--- config.mk ---
export PLATFORM = sky130hd
export DESIGN_NAME = fe_decode_queue
export DESIGN_NICKNAME = d
export VERILOG_FILES = /design/src/rtl/fe_decode_queue.sv
export SDC_FILE = /design/constraint.sdc
export NUM_CORES = 1
export LEC_CHECK = 0
export CORE_MARGIN = 2
export CORE_UTILIZATION = 36
export DETAILED_ROUTE_END_ITERATION = 8
export PLACE_DENSITY = 0.6
export SLEW_MARGIN = 15
export SYNTH_ARGS = -nofsm -noshare
export SYNTH_HDL_FRONTEND = slang
export SYNTH_SLANG_ARGS = --single-unit
--- constraint.sdc ---
create_clock -name clk_i -period 11.97 [get_ports clk_i]
set_input_delay 2.394 -clock clk_i [delete_from_list [all_inputs] [get_ports clk_i]]
set_output_delay 2.394 -clock clk_i [all_outputs]
set_load 0.1 [all_outputs]
--- src/rtl/fe_decode_queue.sv ---
// fe_decode_queue: in-order FIFO between decode and rename, flushed on mispredict.
// Optional same-cycle bypass when empty: define FE_DECODE_QUEUE_BYPASS_EN.
module fe_decode_queue #(
  parameter int WIDTH_P       = 32,
  parameter int DEPTH_P       = 8,
  parameter int ALMOST_FULL_P = 2
) (
  input  logic                       clk_i,
  input  logic                       reset_n_i,
  input  logic                       flush_i,
  input  logic                       valid_i,
  input  logic [WIDTH_P-1:0]         data_i,
  output logic                       ready_o,
  output logic                       valid_o,
  output logic [WIDTH_P-1:0]         data_o,
  input  logic                       ready_i,
  output logic [$clog2(DEPTH_P):0]   count_o,
  output logic                       almost_full_o
);

  localparam int AW = $clog2(DEPTH_P);
  localparam int CW = AW + 1;

  logic [WIDTH_P-1:0] mem_q [DEPTH_P];
  logic [AW-1:0]      wr_ptr_q, wr_ptr_d;
  logic [AW-1:0]      rd_ptr_q, rd_ptr_d;
  logic [CW-1:0]      count_q, count_d;
  logic [CW-1:0]      free_w;

  logic full_w;
  logic empty_w;
  logic push_w;
  logic pop_w;
  logic wr_en_w;

  assign full_w  = (count_q == CW'(DEPTH_P));
  assign empty_w = (count_q == '0);
  assign free_w  = CW'(DEPTH_P) - count_q;

  assign ready_o       = ~full_w & reset_n_i;
  assign count_o       = count_q;
  assign almost_full_o = (free_w <= CW'(ALMOST_FULL_P));

`ifdef FE_DECODE_QUEUE_BYPASS_EN
  logic byp_w;

  // Empty queue forwards the incoming entry straight to rename.
  assign byp_w   = empty_w & valid_i & ~flush_i & reset_n_i;
  assign valid_o = (~empty_w | byp_w) & ~flush_i & reset_n_i;
  assign data_o  = empty_w ? data_i : mem_q[rd_ptr_q];
  assign push_w  = valid_i & ready_o & ~flush_i;
  assign pop_w   = valid_o & ready_i & ~empty_w;
  assign wr_en_w = push_w & ~(byp_w & ready_i);
`else
  assign valid_o = ~empty_w & ~flush_i & reset_n_i;
  assign data_o  = mem_q[rd_ptr_q];
  assign push_w  = valid_i & ready_o & ~flush_i;
  assign pop_w   = valid_o & ready_i;
  assign wr_en_w = push_w;
`endif

  // Next-state pointers and occupancy; flush empties the queue.
  always_comb begin
    wr_ptr_d = wr_ptr_q;
    rd_ptr_d = rd_ptr_q;
    count_d  = count_q;
    if (flush_i) begin
      wr_ptr_d = '0;
      rd_ptr_d = '0;
      count_d  = '0;
    end else begin
      if (wr_en_w) wr_ptr_d = wr_ptr_q + AW'(1);
      if (pop_w)   rd_ptr_d = rd_ptr_q + AW'(1);
      unique case ({wr_en_w, pop_w})
        2'b10:   count_d = count_q + CW'(1);
        2'b01:   count_d = count_q - CW'(1);
        default: count_d = count_q;
      endcase
    end
  end

  // Pointer and count registers with synchronous reset.
  always_ff @(posedge clk_i) begin
    if (!reset_n_i) begin
      wr_ptr_q <= '0;
      rd_ptr_q <= '0;
      count_q  <= '0;
    end else begin
      wr_ptr_q <= wr_ptr_d;
      rd_ptr_q <= rd_ptr_d;
      count_q  <= count_d;
    end
  end

  // Entry storage; contents survive reset.
  always_ff @(posedge clk_i) begin
    if (reset_n_i && wr_en_w) begin
      mem_q[wr_ptr_q] <= data_i;
    end
  end

`ifndef SYNTHESIS
  // Protocol sanity checks on the registered state.
  always_ff @(posedge clk_i) begin
    if (reset_n_i) begin
      assert (!(wr_en_w && full_w))
        else $error("push into full queue");
      assert (!(pop_w && empty_w))
        else $error("pop from empty queue");
      assert (count_q <= CW'(DEPTH_P))
        else $error("count overflow");
    end
  end
`endif

endmodule

==> results.yml, run 1 <==
synth:
  async_reset_ff_share_pct: 0
  synth_ff_type: "edfxtp_1"
  synth_warnings: 0
  ys_types: 33
  synth_edf_count: 256
  ys_seq_area_share_pct: 75.7
  synth-seq-cells: 269
  synth_nets: 505
  synthesis.area_um2: 10500
  syn_avg_cell_area_um2: 22.8
  netlist_instances: 460
grt:
  grt-ovfl-total: 0
  grtUsageTotal_pct: 13.1
  grt_max_degree: 65
  grt_pass1_wl_mm: 30.2
  antenna_found_initial: 0
  first_global_vias: 5102
run:
  drv_cap: 0
detailed_routing:
  drcViolationCount: 0
  avgRoutedWirePerCell_um: 20.8
  via_count: 4753
  drtAntennaViolNets: 0
  drt_wl_total_mm: 19.9
  drt-initial-drc-count: 262
  dr.pass1.iters: 4
  drt-vias-per-instance: 4.97
die:
  die_area_um2: 30500
  design.core.area_um2: 28700
  initial_core_util_pct: 36.6
  die_width_um: 175
  die_h_um: 175
  io_pins: 76
  rows: 62
sta:
  rsz0062_at_grt: "false"
  worst_slack_ps: 4960
  relSlewSlack_pct: 34.2
  setup_violations: 0
  tightest_slew_ps: 984
  tns_ps: 0
  period_share_pct: 58.5
  finalMaxSlewViolations: 0
  timing.fmax_mhz: 143
  worst_hold_slack_ps: 495
  min_period_ps: 7010
  fin_skew_ps: 9.28
  hold_viol: 0
clocking:
  cts_max_path_buffers: 3
  numClockSinks: 269
  cts_max_level: 1
  cts_hold_buf: 0
  numCtsBuffers: 26
  clockRootBuffer: "clkbuf_16"
  clk_latency_ps: 510
  cts_tree: "yes"
  ctsResizeCount: 0
  postCtsSetupBuffers: 0
  clk_pin_slew_ps: 60
layout:
  final_common_cell: "edfxtp_1"
  antenna_cells: 0
  fin_nets: 598
  n_fill_cell: 2487
  drive_gt1_share_pct: 20.2
  fin_cells: 957
  final_util_pct: 43.7
  regArea_um2: 7950
  final_cell_mix: "edfxtp_1, clkdlybuf4s50_1, mux4_1"
  multi_input_area_um2: 2450
  area.growth.synth_to_final_pct: 19.6
place:
  hpwl_mm: 11.0
  gp_congestion: 0.748
  placed_cells: 909
  port_buffers: 75
  dp_slack_ps: 4970
power:
  powerDensity_nw_per_um2: 149
  ir_drop_mv: 0.0803
  leakage_nw: 3.91
critical_path:
  path_class: "input port to output pin"
  critPathLaunch: "reset_n_i"
  timing.rr.start: "count_o[1]"
  cp_max_fo: 7
  worst_ep_arrival_time_ps: 4610
  crit_required_ps: 9580
  worstSetupStartpointType: "input port"
  endpoint_kind: "output pin"
run_status:
  status: "finished, final reports clean"
hold_path:
  hold_path_class: "flip-flop to flip-flop"
  hold_start: "rd_ptr_q[1]"
## per-stage QoR
step	power, mW	area (um2)
after floorplan	1.09	10500
after global placement	1.12	11700
after detailed placement	1.12	11700
after CTS	1.89	12600
after global routing	1.93	12600
final	1.87	12600
## report_power, final
part	internal (mW)	switching (mW)
Sequential	1.03	0.00124
Clock	0.454	0.315
Combinational	0.0223	0.0450
Total	1.51	0.362
## registers in the layout (all words and copies together), names as in the netlist, named ones only
signal and count:
rd_ptr_q 3, mem_q 256, wr_ptr_q 3, count_o 4
## cell usage after synthesis (6+ instances only)
cell        n  area (um2)
a21oi_1     6        30.0
ha_1        7        87.6
mux4_2     24         541
nand2_1     6        22.5
mux2_2     32         360
dfxtp_1    13         260
buf_6       7        78.8
buf_2       7        35.0
mux4_1     40        1050
nor2_1     17        63.8
edfxtp_1  256        7690
## per-layer routing
metal,wire (um),GRT usage [%],up-vias
met1,8260,16.3,2491
met2,10400,23.6,102
met4,309,2.43,0
li1,-,-,2135
met3,865,2.81,25
met5,0,0,-
## path summary, 6_finish.rpt
path / end / slack [ps] / cells past startpoint
worst max-delay path: valid_o / 4960 / 4
worst max register to register: mem_q[0][19] / 8900 / 7
worst min-delay path: flip-flop / 490 / 2
worst min register to register: flip-flop / 490 / 2
## worst max-delay path, stage by stage
cell and delay [ps]:
clkdlybuf4s50_1 490, nor2b_1 400, and2_1 200, clkdlybuf4s50_1 1130
## area by class of cell
class / count / share of cell area (%)
timing repair buffer: 86 / 6.64
sequential: 269 / 63.3
inverter: 4 / 0.120
multi-input combinational: 166 / 19.5
clock buffer: 38 / 5.96
tap: 384 / 3.83
clock inverter: 10 / 0.578
## cells by family (layout without fill, tap and decap cells)
family          after synthesis  count (layout)  share of synthesized area [%]
flops                       269             269                           75.7
mux                          96              96                           18.6
simple gates                 45              45                           2.12
buf+inv                      25             138                           1.48
compound gates               11              11                          0.596
fa+ha+maj                     8               8                           1.02
xor+xnor                      6               6                          0.500
(Power assumes the default switching activity.)
==> run 2, diff against run 1 <==
PLACE_DENSITY = 0.62   (was 0.6)
clock period = 6.3 ns   (was 11.97 ns; I/O delays follow)
==> run 2 against run 1 <==
Effect of this change:
- register-to-register slack worse by 5800 ps
- die area stayed put
- sequential share of layout area is 0.45 points lower
- setup slack worse by 3700 ps
- hold slack better by 24 ps
- via count is 0.36% higher
- sequential cell count stayed put
- critical endpoint is now data_o[23]
==> results.yml, run 2 (synthesized netlist as in run 1, its figures left out) <==
layout:
  largest_reg_flops: 256
  fin_nets: 598
  drive_gt1_share_pct: 20.1
  regMostFlops: "mem_q"
  design_area_um2: 12600
  final_common_cell: "edfxtp_1"
  area.growth.synth_to_final_pct: 20.5
  final_cell_mix: "edfxtp_1, clkdlybuf4s50_1, mux4_1"
place:
  gp_congestion: 0.676
  hpwl_mm: 11.3
  placed_cell_area_um2: 11700
  port_buffers: 75
power:
  leakage_nw: 3.94
  ir_drop_mv: 0.181
  powerDensity_nw_per_um2: 296
die:
  io_pins: 76
  die_area_um2: 30500
  rows: 62
  die_width_um: 175
  initial_core_util_pct: 36.6
  die_h_um: 175
  design.core.area_um2: 28700
critical_path:
  slowest_delay_ps: 970
  worstSetupStartpointType: "flip-flop"
  crit_buf_inv: 2
  critical_path.top_delay_family: "buffers and inverters"
  crit_chain: "buf_4 -> mux4_1 -> mux2_2 -> clkdlybuf4s50_1"
  path_class: "flip-flop to output pin"
  regToRegSetupSlack_ps: 3080
  crit_slowest_cell: "dfxtp_4"
  endpoint_kind: "output pin"
  crit_required_ps: 5040
  cp_max_fo: 51
  worst_ep_arrival_time_ps: 3790
grt:
  grt_pass1_wl_mm: 30.4
  grt-ovfl-total: 0
  first_global_vias: 5086
  antenna_found_initial: 1
  grt_max_degree: 65
  grtUsageTotal_pct: 13.3
clocking:
  postCtsSetupBuffers: 0
  numClockSinks: 269
  clk_latency_ps: 520
  cts_max_level: 1
  cts_tree: "yes"
  clockRootBuffer: "clkbuf_16"
  ctsResizeCount: 0
  cts_hold_buf: 0
  cts_max_path_buffers: 3
  numCtsBuffers: 27
  clk_pin_slew_ps: 60
sta:
  period_share_pct: 80.1
  min_period_ps: 5050
  rsz0062_at_grt: "false"
  tightest_slew_ps: 1070
  hold_viol: 0
  timing.fmax_mhz: 198
  fin_skew_ps: 12.8
  finalMaxSlewViolations: 0
  setup_violations: 0
  tns_ps: 0
  relSlewSlack_pct: 28.9
run:
  drv_cap: 0
detailed_routing:
  via_count: 4770
  avgRoutedWirePerCell_um: 21.2
  drcViolationCount: 0
  drt-vias-per-instance: 4.98
  drt_wl_total_mm: 20.3
  drtAntennaViolNets: 0
  drt-initial-drc-count: 343
  dr.pass1.iters: 7
hold_path:
  hold_path_class: "flip-flop to flip-flop"
run_status:
  status: "finished, final reports clean"
==> run 2: cell types whose count changed in the layout (fill, tap and decap cells not counted) <==
cell,before,now
bufinv_16,1,6
clkinvlp_2,0,1
clkinv_1,2,8
diode_2,0,1
clkbuf_1,9,3
buf_4,11,10
clkbuf_16,28,27
dfxtp_4,1,2
dfxtp_2,2,1
clkbuf_8,1,0
clkinv_2,7,3
==> run 2: power breakdown <==
group	total [mW]	internal [mW]	switching, mW
clock	1.64	1.02	0.622
sequential	1.97	1.96	0.00249
combinational	0.129	0.0428	0.0859
==> run 2: path summary, 6_finish.rpt <==
kind / start / end / cells past startpoint
hold / removal: rd_ptr_q[1] / flip-flop / 2
hold reg to reg: rd_ptr_q[1] / flip-flop / 2
setup / recovery: flip-flop / data_o[23] / 4
setup reg to reg: count_o[0] / mem_q[2][27] / 7
==> run 2: routing by layer <==
| metal | wire [um] | track usage, % | vias up |
|---|---|---|---|
| li1 | - | - | 2136 |
| met1 | 8470 | 16.5 | 2508 |
| met2 | 10600 | 24.0 | 101 |
| met3 | 898 | 2.72 | 25 |
| met4 | 311 | 2.88 | 0 |
| met5 | 0 | 0 | - |
==> run 2: metrics by stage <==
stage | setup slack (ps) | power, mW | utilization, % | hold WS [ps] | instances
after floorplan | 1440 | 2.07 | - | 463 | 460
after global placement | 1490 | 2.13 | 40.9 | 465 | 908
after detailed placement | 1510 | 2.13 | 40.9 | 490 | 908
after CTS | 1150 | 3.77 | 44.1 | 529 | 956
after global routing | 1050 | 3.85 | 44.1 | 553 | 956
final | 1250 | 3.74 | 44.1 | 519 | 957
==> run 2: tightest hold or removal path: cells and delay by family, from the launching register on <==
kind,cells,cell delay [ps]
AND/OR/NAND/NOR,1,50
flip-flops,1,320
AO/OA/AOI/OAI,1,90
==> run 2: cell type report <==
cell class	count	area, um2
fillers	2437	16100
flip-flops and latches	269	7960
multi-input cells	166	2450
repair buffers	85	826
clock buffers	30	687
well taps	384	480
clock inverters	18	230
inverters	4	15.0
diodes	1	2.50
==> run 3, diff against run 2 <==
PLACE_DENSITY = 0.6   (was 0.62)
clock period = 4.65 ns   (was 6.3 ns; I/O delays follow)
==> run 3 against run 2 <==
Effect of this change:
- clock-buffer cell count increased by 4
- clock skew fell by 3.7 ps
- sequential power up 35%
- power is 38% higher
- critical path depth is 1 lower
- utilization grew 0.21 points
- critical path type unchanged
- wire length is 1.0% higher
==> results.yml, run 3 (synthesized netlist as in run 1, its figures left out) <==
layout:
  final_common_cell: "edfxtp_1"
  final_cell_mix: "edfxtp_1, clkdlybuf4s50_1, mux4_1"
  multi_input_area_um2: 2460
  regMostFlops: "mem_q"
  drive_gt1_share_pct: 24.8
  regArea_um2: 7960
  area.growth.synth_to_final_pct: 21.1
  n_fill_cell: 2454
  fin_cells: 965
  fin_nets: 603
  largest_reg_flops: 256
clocking:
  cts_max_path_buffers: 3
  clk_latency_ps: 530
  clk_pin_slew_ps: 60
  cts_max_level: 1
  numClockSinks: 269
  clockRootBuffer: "clkbuf_16"
  ctsResizeCount: 0
  numCtsBuffers: 28
  cts_hold_buf: 0
  postCtsSetupBuffers: 0
  cts_tree: "yes"
grt:
  grtUsageTotal_pct: 13.5
  antenna_found_initial: 1
  first_global_vias: 5231
  grt_max_degree: 35
  grt-ovfl-total: 0
  grt_pass1_wl_mm: 31.2
detailed_routing:
  dr.pass1.iters: 5
  drt_wl_total_mm: 20.5
  drt-vias-per-instance: 4.99
  drcViolationCount: 0
  via_count: 4820
  drtAntennaViolNets: 0
  drt-initial-drc-count: 313
  avgRoutedWirePerCell_um: 21.3
place:
  hpwl_mm: 11.6
  placed_cells: 912
  port_buffers: 75
  gp_congestion: 0.697
  dp_slack_ps: 960
die:
  initial_core_util_pct: 36.6
  die_h_um: 175
  design.core.area_um2: 28700
  die_area_um2: 30500
  rows: 62
  io_pins: 76
  die_width_um: 175
critical_path:
  crit_required_ps: 3720
  crit_buf_inv: 1
  slowest_delay_ps: 980
  critical_path.top_delay_family: "buffers and inverters"
  crit_slowest_cell: "clkdlybuf4s50_1"
  worstSetupStartpointType: "flip-flop"
  cp_max_fo: 31
  path_class: "flip-flop to output pin"
  timing.rr.start: "count_o[1]"
  endpoint_kind: "output pin"
  crit_chain: "mux4_1 -> mux2_2 -> clkdlybuf4s50_1"
  worst_ep_arrival_time_ps: 3180
sta:
  hold_viol: 0
  fin_skew_ps: 9.13
  relSlewSlack_pct: 34.6
  setup_violations: 0
  tns_ps: 0
  worst_hold_slack_ps: 506
  tightest_slew_ps: 978
  rsz0062_at_grt: "false"
  min_period_ps: 4110
  period_share_pct: 88.4
  worst_slack_ps: 538
  timing.fmax_mhz: 243
  finalMaxSlewViolations: 0
power:
  p_int_mw: 4.14
  p_switching_mw: 1.02
  clkPwrFrac_pct: 45.0
  leakage_nw: 4.01
  comb_power_share_pct: 3.4
  swShare_pct: 19.8
  powerDensity_nw_per_um2: 406
  seq_power_share_pct: 51.6
  power_mw: 5.16
  ir_drop_mv: 0.218
hold_path:
  hold_start: "rd_ptr_q[1]"
  hold_path_class: "flip-flop to flip-flop"
run:
  drv_cap: 0
run_status:
  status: "finished, final reports clean"
run 3: metal layers:
metal	track usage [%]	vias up	routed length [um]
met5	0	-	0
met3	2.44	39	781
met2	23.8	113	10300
met1	17.1	2517	8820
li1	-	2151	-
met4	3.89	0	574
run 3: final timing paths:
check        slack (ps)  cells after the start      endpoint
max                 540                      3     data_o[5]
min                 510                      2     flip-flop
max reg2reg        1800                      7  mem_q[3][27]
min reg2reg         510                      2     flip-flop
run 3: power by group through the flow:
stage | sequential [mW] | clock (mW) | combinational, mW
final | 2.66 | 2.32 | 0.174
after global routing | 2.66 | 2.47 | 0.184
after CTS | 2.66 | 2.38 | 0.176
after detailed placement | 2.71 | 0 | 0.175
after global placement | 2.71 | 0 | 0.171
after floorplan | 2.72 | 0 | 0.0910
run 3: worst register-to-register path, stage by stage (launching register included):
cell      delay [ps]
dfxtp_1          480
inv_1            130
ha_1             250
nand3b_1         220
nand3_1          180
or2_2            430
nor2_4           530
buf_4            340
run 3: per-stage QoR:
| stage | area, um2 | util, % |
|---|---|---|
| floorplan | 10500 | - |
| finish | 12700 | 44.3 |
| global placement | 11700 | 40.9 |
| CTS | 12700 | 44.3 |
| global route | 12700 | 44.3 |
| detailed placement | 11700 | 40.9 |
run 3: cell type report:
| type | count | share of cell area (%) |
|---|---|---|
| Clock inverter | 18 | 1.83 |
| Antenna cell | 1 | 0.0197 |
| Inverter | 4 | 0.118 |
| Multi-Input combinational cell | 166 | 19.3 |
| Timing Repair Buffer | 89 | 6.46 |
| Clock buffer | 34 | 5.86 |
| Sequential cell | 269 | 62.6 |
| Tap cell | 384 | 3.78 |
